$ cat config.mk
export PLATFORM = sky130hd
export DESIGN_NAME = calc_sequencer
export DESIGN_NICKNAME = d
export VERILOG_FILES = /design/src/rtl/calc_pkg.sv /design/src/rtl/calc_iter_unit.sv /design/src/rtl/calc_sequencer.sv
export SDC_FILE = /design/constraint.sdc
export NUM_CORES = 1
export LEC_CHECK = 0
export CAP_MARGIN = 10
export CELL_PAD_IN_SITES_DETAIL_PLACEMENT = 0
export CELL_PAD_IN_SITES_GLOBAL_PLACEMENT = 1
export CORE_MARGIN = 8
export CORE_UTILIZATION = 40
export DETAILED_ROUTE_END_ITERATION = 6
export GPL_TIMING_DRIVEN = 1
export HOLD_SLACK_MARGIN = 0.15
export MAX_ROUTING_LAYER = met4
export PLACE_DENSITY = 0.81
export SETUP_SLACK_MARGIN = 0.4
export SLEW_MARGIN = 20
export SYNTH_ARGS = -nofsm -noshare
export SYNTH_HDL_FRONTEND = slang
export SYNTH_SLANG_ARGS = --single-unit
$ cat constraint.sdc
create_clock -name CLK -period 6.3 [get_ports CLK]
set_input_delay 0.945 -clock CLK [delete_from_list [all_inputs] [get_ports CLK]]
set_output_delay 0.945 -clock CLK [all_outputs]
set_load 0.1 [all_outputs]
$ cat src/rtl/calc_pkg.sv
// calc_pkg: shared types and sizing for the calculator arithmetic sequencer.
`default_nettype none

package calc_pkg;

  localparam int CALC_WIDTH = 8;

  typedef enum logic [1:0] {
    OP_ADD = 2'd0,
    OP_SUB = 2'd1,
    OP_MUL = 2'd2,
    OP_DIV = 2'd3
  } op_t;

  typedef enum logic [1:0] {
    IDLE   = 2'd0,
    ADDSUB = 2'd1,
    ITER   = 2'd2,
    FINISH = 2'd3
  } state_t;

endpackage

`default_nettype wire

$ cat src/rtl/calc_iter_unit.sv
// calc_iter_unit: one combinational step of shift-add multiply or restoring divide.
`default_nettype none

module calc_iter_unit
  import calc_pkg::*;
#(
  parameter int WIDTH = CALC_WIDTH
) (
  input  logic [2*WIDTH-1:0] acc,
  input  logic [WIDTH-1:0]   operand,
  input  op_t                mode,
  output logic [2*WIDTH-1:0] acc_next
);

  logic [WIDTH:0]   mul_sum;
  logic [2*WIDTH:0] shifted;
  logic [WIDTH:0]   trial;

  always_comb begin
    // mul: upper half accumulates, lower half holds the remaining multiplier bits
    mul_sum = {1'b0, acc[2*WIDTH-1:WIDTH]} + (acc[0] ? {1'b0, operand} : '0);
    // div: upper half is the partial remainder, lower half dividend then quotient
    shifted = {acc, 1'b0};
    trial   = shifted[2*WIDTH:WIDTH] - {1'b0, operand};
    if (mode == OP_DIV) begin
      if (trial[WIDTH]) begin
        acc_next = shifted[2*WIDTH-1:0];
      end else begin
        acc_next = {trial[WIDTH-1:0], shifted[WIDTH-1:1], 1'b1};
      end
    end else begin
      acc_next = {mul_sum, acc[WIDTH-1:1]};
    end
  end

endmodule

`default_nettype wire

$ cat src/rtl/calc_sequencer.sv
// calc_sequencer: sequences add/sub (one cycle) and mul/div (WIDTH iterations)
// with busy/done handshaking and registered result and status flags.
`default_nettype none

module calc_sequencer
  import calc_pkg::*;
#(
  parameter int WIDTH = CALC_WIDTH
) (
  input  logic                 CLK,
  input  logic                 RST,
  input  logic                 start,
  input  logic [1:0]           op,
  input  logic [WIDTH-1:0]     operand_a,
  input  logic [WIDTH-1:0]     operand_b,
  output logic                 busy,
  output logic                 done,
  output logic [2*WIDTH-1:0]   result,
  output logic                 neg,
  output logic                 div_zero
);

  localparam int CNT_W = $clog2(WIDTH + 1);

  state_t             state, state_nxt;
  op_t                op_q;
  logic [WIDTH-1:0]   a_q, b_q;
  logic [2*WIDTH-1:0] acc, acc_nxt;
  logic [CNT_W-1:0]   cnt;
  logic               complete;
  logic [2*WIDTH-1:0] addsub_res;
  logic               sub_neg;
  logic [WIDTH-1:0]   iter_operand;

  calc_iter_unit #(.WIDTH(WIDTH)) u_iter (
    .acc      (acc),
    .operand  (iter_operand),
    .mode     (op_q),
    .acc_next (acc_nxt)
  );

  assign busy         = (state != IDLE);
  assign iter_operand = (op_q == OP_DIV) ? b_q : a_q;

  always_ff @(posedge CLK) begin
    if (RST) begin
      state <= IDLE;
    end else begin
      state <= state_nxt;
    end
  end

  always_comb begin
    state_nxt = state;
    complete  = 1'b0;
    case (state)
      IDLE: begin
        if (start) begin
          case (op_t'(op))
            OP_ADD, OP_SUB: state_nxt = ADDSUB;
            OP_MUL:         state_nxt = ITER;
            default:        state_nxt = (operand_b == '0) ? FINISH : ITER;
          endcase
        end
      end
      ADDSUB: begin
        state_nxt = IDLE;
        complete  = 1'b1;
      end
      ITER: begin
        if (cnt == '0) begin
          state_nxt = IDLE;
          complete  = 1'b1;
        end
      end
      FINISH: begin
        state_nxt = IDLE;
        complete  = 1'b1;
      end
      default: state_nxt = IDLE;
    endcase
  end

  always_comb begin
    sub_neg    = 1'b0;
    addsub_res = '0;
    if (op_q == OP_SUB) begin
      sub_neg    = (a_q < b_q);
      addsub_res = {{WIDTH{1'b0}}, (sub_neg ? (b_q - a_q) : (a_q - b_q))};
    end else begin
      addsub_res = {{(WIDTH-1){1'b0}}, ({1'b0, a_q} + {1'b0, b_q})};
    end
  end

  always_ff @(posedge CLK) begin
    if (RST) begin
      op_q     <= OP_ADD;
      a_q      <= '0;
      b_q      <= '0;
      acc      <= '0;
      cnt      <= '0;
      done     <= 1'b0;
      result   <= '0;
      neg      <= 1'b0;
      div_zero <= 1'b0;
    end else begin
      done <= complete;
      case (state)
        IDLE: begin
          // Operands are captured only here, so inputs moving while busy are harmless
          if (start) begin
            op_q <= op_t'(op);
            a_q  <= operand_a;
            b_q  <= operand_b;
            acc  <= (op_t'(op) == OP_MUL) ? {{WIDTH{1'b0}}, operand_b}
                                          : {{WIDTH{1'b0}}, operand_a};
            cnt  <= CNT_W'(WIDTH);
          end
        end
        ADDSUB: begin
          result   <= addsub_res;
          neg      <= sub_neg;
          div_zero <= 1'b0;
        end
        ITER: begin
          if (cnt == '0) begin
            result   <= acc;
            neg      <= 1'b0;
            div_zero <= 1'b0;
          end else begin
            acc <= acc_nxt;
            cnt <= cnt - 1'b1;
          end
        end
        FINISH: begin
          result   <= '0;
          neg      <= 1'b0;
          div_zero <= 1'b1;
        end
        default: ;
      endcase
    end
  end

endmodule

`default_nettype wire

Word level (Yosys, flattened, before mapping)
Index checks and enable logic that the tools add are counted.
{"block": "word_totals", "ff_bits": 59, "output_inout_bits": 20, "elab_cells": 66}
{"block": "op_classes", "addsub": 6, "magnitude_cmp": 1, "eq_ne": 10, "muxes": 26, "n_reduce_logical": 13}
{"op": "16-bit two-way mux", "n": 5}
{"op": "16-bit case mux with 3 select lines", "n": 1}
{"op": "8-bit two-way mux", "n": 4}
{"op": "16-bit case mux with 2 select lines", "n": 1}
{"op": "8-bit subtractor", "n": 2}
{"op": "8-bit by 8-bit adder with 9-bit output", "n": 1}
{"op": "8-bit by 9-bit adder with 9-bit output", "n": 1}
{"op": "9-bit two-way mux", "n": 1}
{"op": "9-bit by 8-bit subtractor with 9-bit output", "n": 1}
{"op": "2-bit equality test, second input constant", "n": 4}
{"op": "8-bit logical NOT", "n": 1}
{"op": "8-bit < comparator", "n": 1}
{"op": "4-bit two-way mux", "n": 2}
{"op": "4-bit case mux with 2 select lines", "n": 1}
{"op": "2-bit by 1-bit equality test with 1-bit output, second input constant", "n": 3}
{"op": "2-bit inequality test, second input constant", "n": 3}
{"op": "1-bit case mux with 3 select lines", "n": 2}
{"op": "2-bit case mux with 3 select lines", "n": 1}
{"op": "2-bit AND reduction", "n": 3}
{"op": "2-bit logical NOT", "n": 2}
{"op": "4-bit logical NOT", "n": 1}
{"op": "1-bit two-way mux", "n": 4}
{"op": "2-bit two-way mux", "n": 2}
{"op": "2-bit case mux with 2 select lines", "n": 1}
{"op": "other kinds (6)", "n": 8}

Depth between registers and ports, before layout
Gate-level depths: netlist (run 1).
{"block": "logic_depth", "depth_word": 7, "mapped_depth": 15, "mapped_depth_nobuf": 13}

Hierarchy
Synthesis (run 1) repeated with hierarchy kept, for this count alone.
{"block": "hier_totals", "cells_unflattened": 600, "hier_area_um2": 4579.4}
{"mod": "calc_sequencer", "n_inst": 1, "cells_each": 473, "area_per_inst_um2": 3624.7, "seq_area_each_um2": 1181.1}
{"mod": "calc_iter_unit", "n_inst": 1, "cells_each": 127, "area_per_inst_um2": 954.7, "seq_area_each_um2": 0.0}

Worst setup path before layout (run 1)
No wires, ideal clock.
{"block": "synth_path", "path_kind": "register -> register", "startpoint": "register op_q[1]", "endpoint": "register acc[9]", "arrival_ns": 3.123, "required_time_ns": 6.214, "setup_slack_ns": 3.091, "stages_incl_launch_ff": 16, "period_less_slack_ns": 3.209, "path_cell_list": "dfxtp_1 and2_1 clkbuf_1 clkbuf_1 nand2_1 o21ai_0 ha_1 fa_1 nand2b_1 a21oi_1 a2111o_1 a21o_1 and2_4 buf_6 a211o_1 a221oi_2"}
{"block": "synth_via", "elab_chain_cells": 7, "word_cells_on_any_way": 9, "cone_classes": "2 x add/sub; 1 x eq/ne; 6 x mux"}
{"element": "start: declaration", "line_no": "calc_sequencer.sv:26", "text": "op_t op_q;"}
{"element": "start signal: assignment", "line_no": "calc_sequencer.sv:112", "text": "op_q <= op_t'(op);"}
{"element": "2-bit equality test *", "line_no": "calc_iter_unit.sv:25, calc_sequencer.sv:43"}
{"element": "8-bit two-way mux", "line_no": "calc_sequencer.sv:43", "text": "assign iter_operand = (op_q == OP_DIV) ? b_q : a_q;"}
{"element": "8-bit two-way mux / 9-bit by 8-bit subtractor with 9-bit output (equally long branches)", "line_no": "calc_iter_unit.sv:21, calc_iter_unit.sv:24"}
{"element": "8-bit by 9-bit adder with 9-bit output / 16-bit two-way mux (equally long branches)", "line_no": "calc_iter_unit.sv:21, calc_iter_unit.sv:26"}
{"element": "16-bit two-way mux *", "line_no": "calc_iter_unit.sv:25", "text": "if (mode == OP_DIV) begin"}
{"element": "16-bit two-way mux *", "line_no": "calc_sequencer.sv:126", "text": "if (cnt == '0) begin"}
{"element": "16-bit case mux with 2 select lines *", "line_no": "calc_sequencer.sv:108", "text": "case (state)"}
{"element": "end signal: assignment", "line_no": "calc_sequencer.sv:115", "text": "acc <= (op_t'(op) == OP_MUL) ? {{WIDTH{1'b0}}, operand_b}"}
{"element": "end signal: assignment", "line_no": "calc_sequencer.sv:131", "text": "acc <= acc_nxt;"}
{"element": "end: declaration", "line_no": "calc_sequencer.sv:28", "text": "logic [2*WIDTH-1:0] acc, acc_nxt;"}
Mark *: on every way between the ends. The rest lies on a longest branch, timed or not. The select of a mux whose other input is x is not followed.
A chain may end at the register's enable or synchronous reset.

Final worst setup path (run 1)
{"block": "layout_path", "startpoint": "register op_q[0]", "endpoint": "register acc[9]"}
Same word-level chain as after synthesis.

==> implementation parameters, run 1 <==
Parameter                              Value

Synth
  Seq/Total Area, Yosys    0.2661
  Main synth FF type    dfxtp_1
  Synth Area in Simple Gates    0.2050
  Number of synthesized register bits    59
  Largest family of logic cells by synthesized area    compound AO/OA/AOI/OAI gates
  Area share of xor/xnor cells in the synthesized design    0.02368
  Share of synthesized registers carrying an async set or reset    0
  Arithmetic-cell share of the synthesized area counting full adders, half adders and majority gates    0.1381
  Total standard cell area after synthesis    4438 µm²
  Post-Synthesis Cells    570
  Mapped Nets    637
  Avg Inst Size Synth    7.786 µm²
  Multiplexer share of the synthesized area    0.04793
  Number of enable flip-flop cells after synthesis    0
  Fraction of the mapped netlist area in compound gates    0.2653
  Count of synthesis-stage warnings from yosys    0
  Library cells used by synthesis    64

Cells and area
  Proportion of layout cells with a drive suffix above 1    0.04202
  Final nets    658
  Number of filler cells placed in the layout    1132
  Most frequent standard cell in the layout excluding fill and tap cells    nand2_1
  Area overhead of the layout relative to synthesis    14.12%
  FF+latch area    1181 µm²
  Area of combinational cells with multiple inputs    3018 µm²
  Final antenna diode count    0
  Commonest cells after routing, fill and taps aside    69 x nand2_1, 59 x dfxtp_1, 53 x a21oi_1

Clock tree
  Clock tree from TritonCTS    built
  Number of instances resized during post-cts repair    0
  Clock Latency Late Sink    0.36 ns
  CTS H-tree depth    3
  Clk sink count    59
  Root buffer cell    clkbuf_8
  Number of buffers inserted by post-CTS setup repair    0
  CTS buffer count    9
  Hold buffers post-CTS    0
  Clk pin slew, worst setup/hold paths    0.07 ns
  Clk buf depth    2

Drt
  Residual antenna-violating net count after detailed routing    0
  DRC violations left    0
  Routed wire per std cell    18.25 µm
  Drt via density    5.842
  Total number of vias    4294
  Length of the first detailed-routing pass in iterations    5
  Initial detailed-routing violation count    394
  Routed WL    13.41 mm

Pwr
  Power density over the cells    220.8 nW/µm²
  Worst VDD drop    0.0001175 V
  Leakage power summed over all cells    2.120 nW

Global routing
  Total Routing Usage GR    0.1860
  Pin count of the biggest net entering global routing    53
  First-pass GRT wire length    21.25 mm
  Antenna violations before repair    0
  Vias in the first global route    4080
  Global-route congestion overflow total    0

Timing
  Total negative slack for setup checks    0 ns
  Final setup violating endpoints    0
  Max Fclk    0.2777 GHz
  Worst-Margin Slew    1.069 ns
  Final period util    0.5716
  Tightest hold margin    0.4733 ns
  Final min period    3.601 ns
  Post-route setup slack    2.699 ns
  Number of pins with negative max-slew slack in the final report    0
  Final Hold Viols    0
  Unrepaired setup endpoints after global routing    false
  Max-slew headroom    0.2824
  Maximum clock skew at final layout    0.008747 ns

Floorplan
  Placement Rows    38
  Initial core utilization    0.4094
  Placeable core area    10840 µm²
  # IOs    41
  Chip width    121.3 µm
  Die area    14720 µm²
  Die H    121.3 µm

Critical path
  Kind of start point of the critical path    flop
  Crit path DAT    3.87 ns
  Required arrival time at the worst endpoint    6.57 ns
  Crit Reg-Reg Endpoint    acc[9]
  Startpoint of the worst setup timing path    op_q[0]
  R2R depth    11
  Startpoint of the lowest-slack register-to-register path    op_q[0]
  Setup Crit Path Kind    reg2reg
  Nature of the critical path endpoint    flop
  Max Fanout on Critical Path    25
  Worst setup path endpoint    acc[9]
  Setup slack, reg-to-reg    2.70 ns

Hold path
  Hold crit path type    reg2reg

Run
  Total of max-cap violations    0

Placement
  Count of input and output buffers    40
  Worst slack at placement    2.769 ns
  Post-DP HPWL    10.03 mm
  GPL Wtd Cong    0.8906

Status
  Status    complete, no violations
how the worst min path moves through the flow:
stage	start	end	slack, ns	cells past startpoint
6_report	neg	neg	0.47	1
5_1_grt	neg	neg	0.49	1
4_1_cts	neg	neg	0.48	1
3_5_place_dp	neg	neg	0.46	1
3_3_place_gp	result[14]	result[14]	0.46	1
2_1_floorplan	b_q[7]	b_q[7]	0.47	2
where the power goes:
group / total [mW] / internal (mW) / switching (mW)
clock: 0.322 / 0.171 / 0.150
combinational: 0.365 / 0.134 / 0.231
sequential: 0.431 / 0.396 / 0.0352
total: 1.12 / 0.702 / 0.417
logic make-up after synthesis:
family          Yosys count
mux                      21
fa+ha+maj                46
xor+xnor                 12
buf+inv                  60
compound gates          178
flops                    59
simple gates            194
per-layer routing:
metal  track usage  wire length, µm  up-vias
met3       0.04141              780       22
met5             -                0        -
met4       0.06322              305        0
met2        0.2704             5749      137
li1              -                -     2087
met1        0.2480             6578     2048
cells in the mapped netlist (2+ instances only):
master | n | area (µm²)
nand2_1 | 69 | 259.0
dfxtp_1 | 59 | 1181
a21oi_1 | 53 | 265.3
nor2_1 | 51 | 191.4
ha_1 | 41 | 513.0
inv_1 | 29 | 108.9
o21ai_0 | 28 | 140.1
clkbuf_1 | 26 | 97.59
mux2i_1 | 19 | 190.2
nor2b_1 | 17 | 106.4
a211oi_1 | 15 | 112.6
nor3_1 | 11 | 55.05
a22o_1 | 10 | 87.58
and3_1 | 9 | 56.30
a31oi_1 | 7 | 43.79
nand3_1 | 7 | 35.03
o21a_1 | 7 | 52.55
o22ai_1 | 7 | 43.79
nand2b_1 | 6 | 37.54
o211ai_1 | 6 | 45.04
xnor2_1 | 6 | 52.55
xor2_1 | 6 | 52.55
a21o_1 | 5 | 37.54
a22oi_1 | 5 | 37.54
fa_1 | 5 | 100.1
o21bai_1 | 5 | 37.54
and2_1 | 4 | 25.02
nor3b_1 | 4 | 30.03
o31a_1 | 4 | 35.03
a221oi_1 | 3 | 26.28
nor4_1 | 3 | 18.77
or3_1 | 3 | 18.77
buf_1 | 2 | 7.510
mux2_2 | 2 | 22.52
nand4b_1 | 2 | 17.52
o2111ai_1 | 2 | 17.52
o311ai_0 | 2 | 17.52
o31ai_1 | 2 | 15.01
or2_2 | 2 | 12.51
or4_1 | 2 | 15.01
per-stage QoR:
step / util / area [µm²] / total power, mW / std cells
6_report: 0.4672 / 5065 / 1.118 / 735
5_1_grt: 0.4672 / 5065 / 1.173 / 735
4_1_cts: 0.4672 / 5065 / 1.123 / 735
3_5_place_dp: 0.4507 / 4886 / 0.7988 / 720
3_3_place_gp: 0.4507 / 4886 / 0.7948 / 720
2_1_floorplan: - / 4438 / 0.7028 / 570
critical path: stages, from the launching register on:
cell	delay [ns]
dfxtp_1	0.39
nand2_1	0.62
mux2i_1	0.51
inv_1	0.11
fa_1	0.43
nand2b_1	0.21
a21oi_1	0.17
a2111o_1	0.14
nand3_1	0.16
and2_4	0.23
a211o_1	0.31
a221oi_2	0.23
layout make-up:
cell class	instances	share of cell area
Multi-Input combinational cell	451	0.5958
Sequential cell	59	0.2332
Clock inverter	2	0.001976
Clock buffer	13	0.03335
Timing Repair Buffer	41	0.07955
Tap cell	140	0.03458
Inverter	29	0.02149
registers in the layout (all words and copies together), names as in the netlist:
register  count
done          1
state         2
op_q          2
a_q           8
acc          16
b_q           8
cnt           4
div_zero      1
neg           1
result       16
Power figures use the tool's default switching activity.
==> run 2, diff against run 1 <==
CORE_UTILIZATION = 39   (was 40)
PLACE_DENSITY = 0.83   (was 0.81)
clock period = 3.2 ns   (was 6.3 ns; I/O delays follow)
==> implementation parameters, run 2 (synthesis results as in run 1) <==
Parameter                              Value

Status
  Status    complete, no violations

Clock tree
  CTS buffer count    9
  Clock Latency Late Sink    0.34 ns
  CTS H-tree depth    3
  Clk sink count    59
  Clock tree from TritonCTS    built
  Clk buf depth    2
  Clk pin slew, worst setup/hold paths    0.05 ns
  Root buffer cell    clkbuf_16

Critical path
  Required arrival time at the worst endpoint    3.45 ns
  Nature of the critical path endpoint    flop
  Kind of start point of the critical path    flop
  Max Fanout on Critical Path    14
  Crit path DAT    2.98 ns
  Setup Crit Path Kind    reg2reg

Drt
  DRC violations left    0
  Length of the first detailed-routing pass in iterations    5
  Routed WL    13.72 mm
  Total number of vias    4357
  Routed wire per std cell    18.20 µm
  Drt via density    5.779
  Initial detailed-routing violation count    494
  Residual antenna-violating net count after detailed routing    0

Placement
  Worst slack at placement    0.3079 ns
  Count of input and output buffers    40
  Post-DP HPWL    10.43 mm
  GPL Wtd Cong    0.9114

Cells and area
  Final design utilization    0.4785
  Registers with the most flip-flops    acc: 16 flops, result: 16 flops
  Proportion of layout cells with a drive suffix above 1    0.1391
  Final nets    673
  Number of filler cells placed in the layout    1122
  Area overhead of the layout relative to synthesis    21.54%
  Final antenna diode count    0
  Commonest cells after routing, fill and taps aside    68 x nand2_1, 54 x dfxtp_1, 53 x a21oi_1
  Most frequent standard cell in the layout excluding fill and tap cells    nand2_1

Timing
  Post-route setup slack    0.4633 ns
  Total negative slack for setup checks    0 ns
  Final period util    0.8552
  Final setup violating endpoints    0
  Unrepaired setup endpoints after global routing    true
  Final Hold Viols    0
  Tightest hold margin    0.4766 ns
  Max Fclk    0.3654 GHz
  Final min period    2.737 ns
  Max-slew headroom    0.3524
  Worst-Margin Slew    0.9684 ns
  Maximum clock skew at final layout    0.007113 ns
  Number of pins with negative max-slew slack in the final report    0

Global routing
  First-pass GRT wire length    21.31 mm
  Vias in the first global route    3929
  Global-route congestion overflow total    0
  Pin count of the biggest net entering global routing    40
  Antenna violations before repair    0
  Total Routing Usage GR    0.1885

Pwr
  Leakage power summed over all cells    2.284 nW
  Worst VDD drop    0.0002148 V
  Power density over the cells    490.3 nW/µm²

Floorplan
  Die H    122.7 µm
  Chip width    122.7 µm
  # IOs    41
  Placeable core area    11270 µm²
  Placement Rows    39
  Initial core utilization    0.3937
  Die area    15050 µm²

Hold path
  Hold crit path type    reg2reg

Run
  Total of max-cap violations    0
run 2: changes by cell type in the layout (fill, tap and decap cells not counted), moves of 4 or more:
cell,change
dfxtp_2,+4
clkbuf_8,-12
ha_1,-5
ha_2,+4
dfxtp_1,-5
clkdlybuf4s50_1,-19
clkbuf_16,+9
mux2i_1,-4
buf_4,+33
run 2: cell type report:
| cell class | instances | area (µm²) | share of cell area |
|---|---|---|---|
| Inverter | 29 | 108.9 | 0.02018 |
| Clock buffer | 9 | 225.2 | 0.04175 |
| Timing Repair Buffer | 56 | 475.5 | 0.08815 |
| Sequential cell | 59 | 1190 | 0.2206 |
| Multi-Input combinational cell | 451 | 3123 | 0.5790 |
| Tap cell | 143 | 178.9 | 0.03317 |
| Clock inverter | 7 | 92.59 | 0.01717 |
run 2: worst paths after layout:
| kind | to | from | slack, ns | cells after the start |
|---|---|---|---|---|
| min | neg | neg | 0.48 | 1 |
| max | acc[9] | op_q[0] | 0.46 | 10 |
| max reg2reg | acc[9] | op_q[0] | 0.46 | 10 |
| min reg2reg | neg | neg | 0.48 | 1 |
run 2: per-stage QoR:
stage	instances	total power [mW]	cell area [µm²]
global route	754	2.768	5394
CTS	748	2.627	5261
detailed placement	732	1.590	4931
finish	754	2.645	5394
floorplan	570	1.389	4483
global placement	732	1.587	4931
run 2: routing by layer:
metal / up-vias / global-route usage / part of all wire
li1: 2122 / - / -
met1: 2060 / 0.2534 / 0.47
met2: 156 / 0.2796 / 0.46
met3: 19 / 0.03266 / 0.059
met4: 0 / 0.06169 / 0.016
met5: - / - / 0
run 2: critical path: stages (launching register included):
cell and delay (ns):
dfxtp_2 0.37, nand2_4 0.13, buf_8 0.18, mux2i_1 0.16, ha_2 0.23, or2_1 0.26
a2111o_1 0.41, a21o_1 0.21, and2_4 0.20, a211o_1 0.27, a221oi_2 0.22
run 2: where the power goes:
| group | total [mW] | switching [mW] | internal (mW) | leakage [nW] |
|---|---|---|---|---|
| clock network | 1.03 | 0.355 | 0.677 | 0.147 |
| registers | 0.848 | 0.0670 | 0.781 | 0.484 |
| logic | 0.764 | 0.474 | 0.290 | 1.65 |
| total | 2.64 | 0.896 | 1.75 | 2.28 |
run 2: what timing repair did:
item / in CTS / in global routing
setup endpoints to repair: 5 / 10
gates resized for setup: 4 / 21
hold buffers: 0 / 0
pin swaps: 0 / 4
buffers inserted: 0 / 6
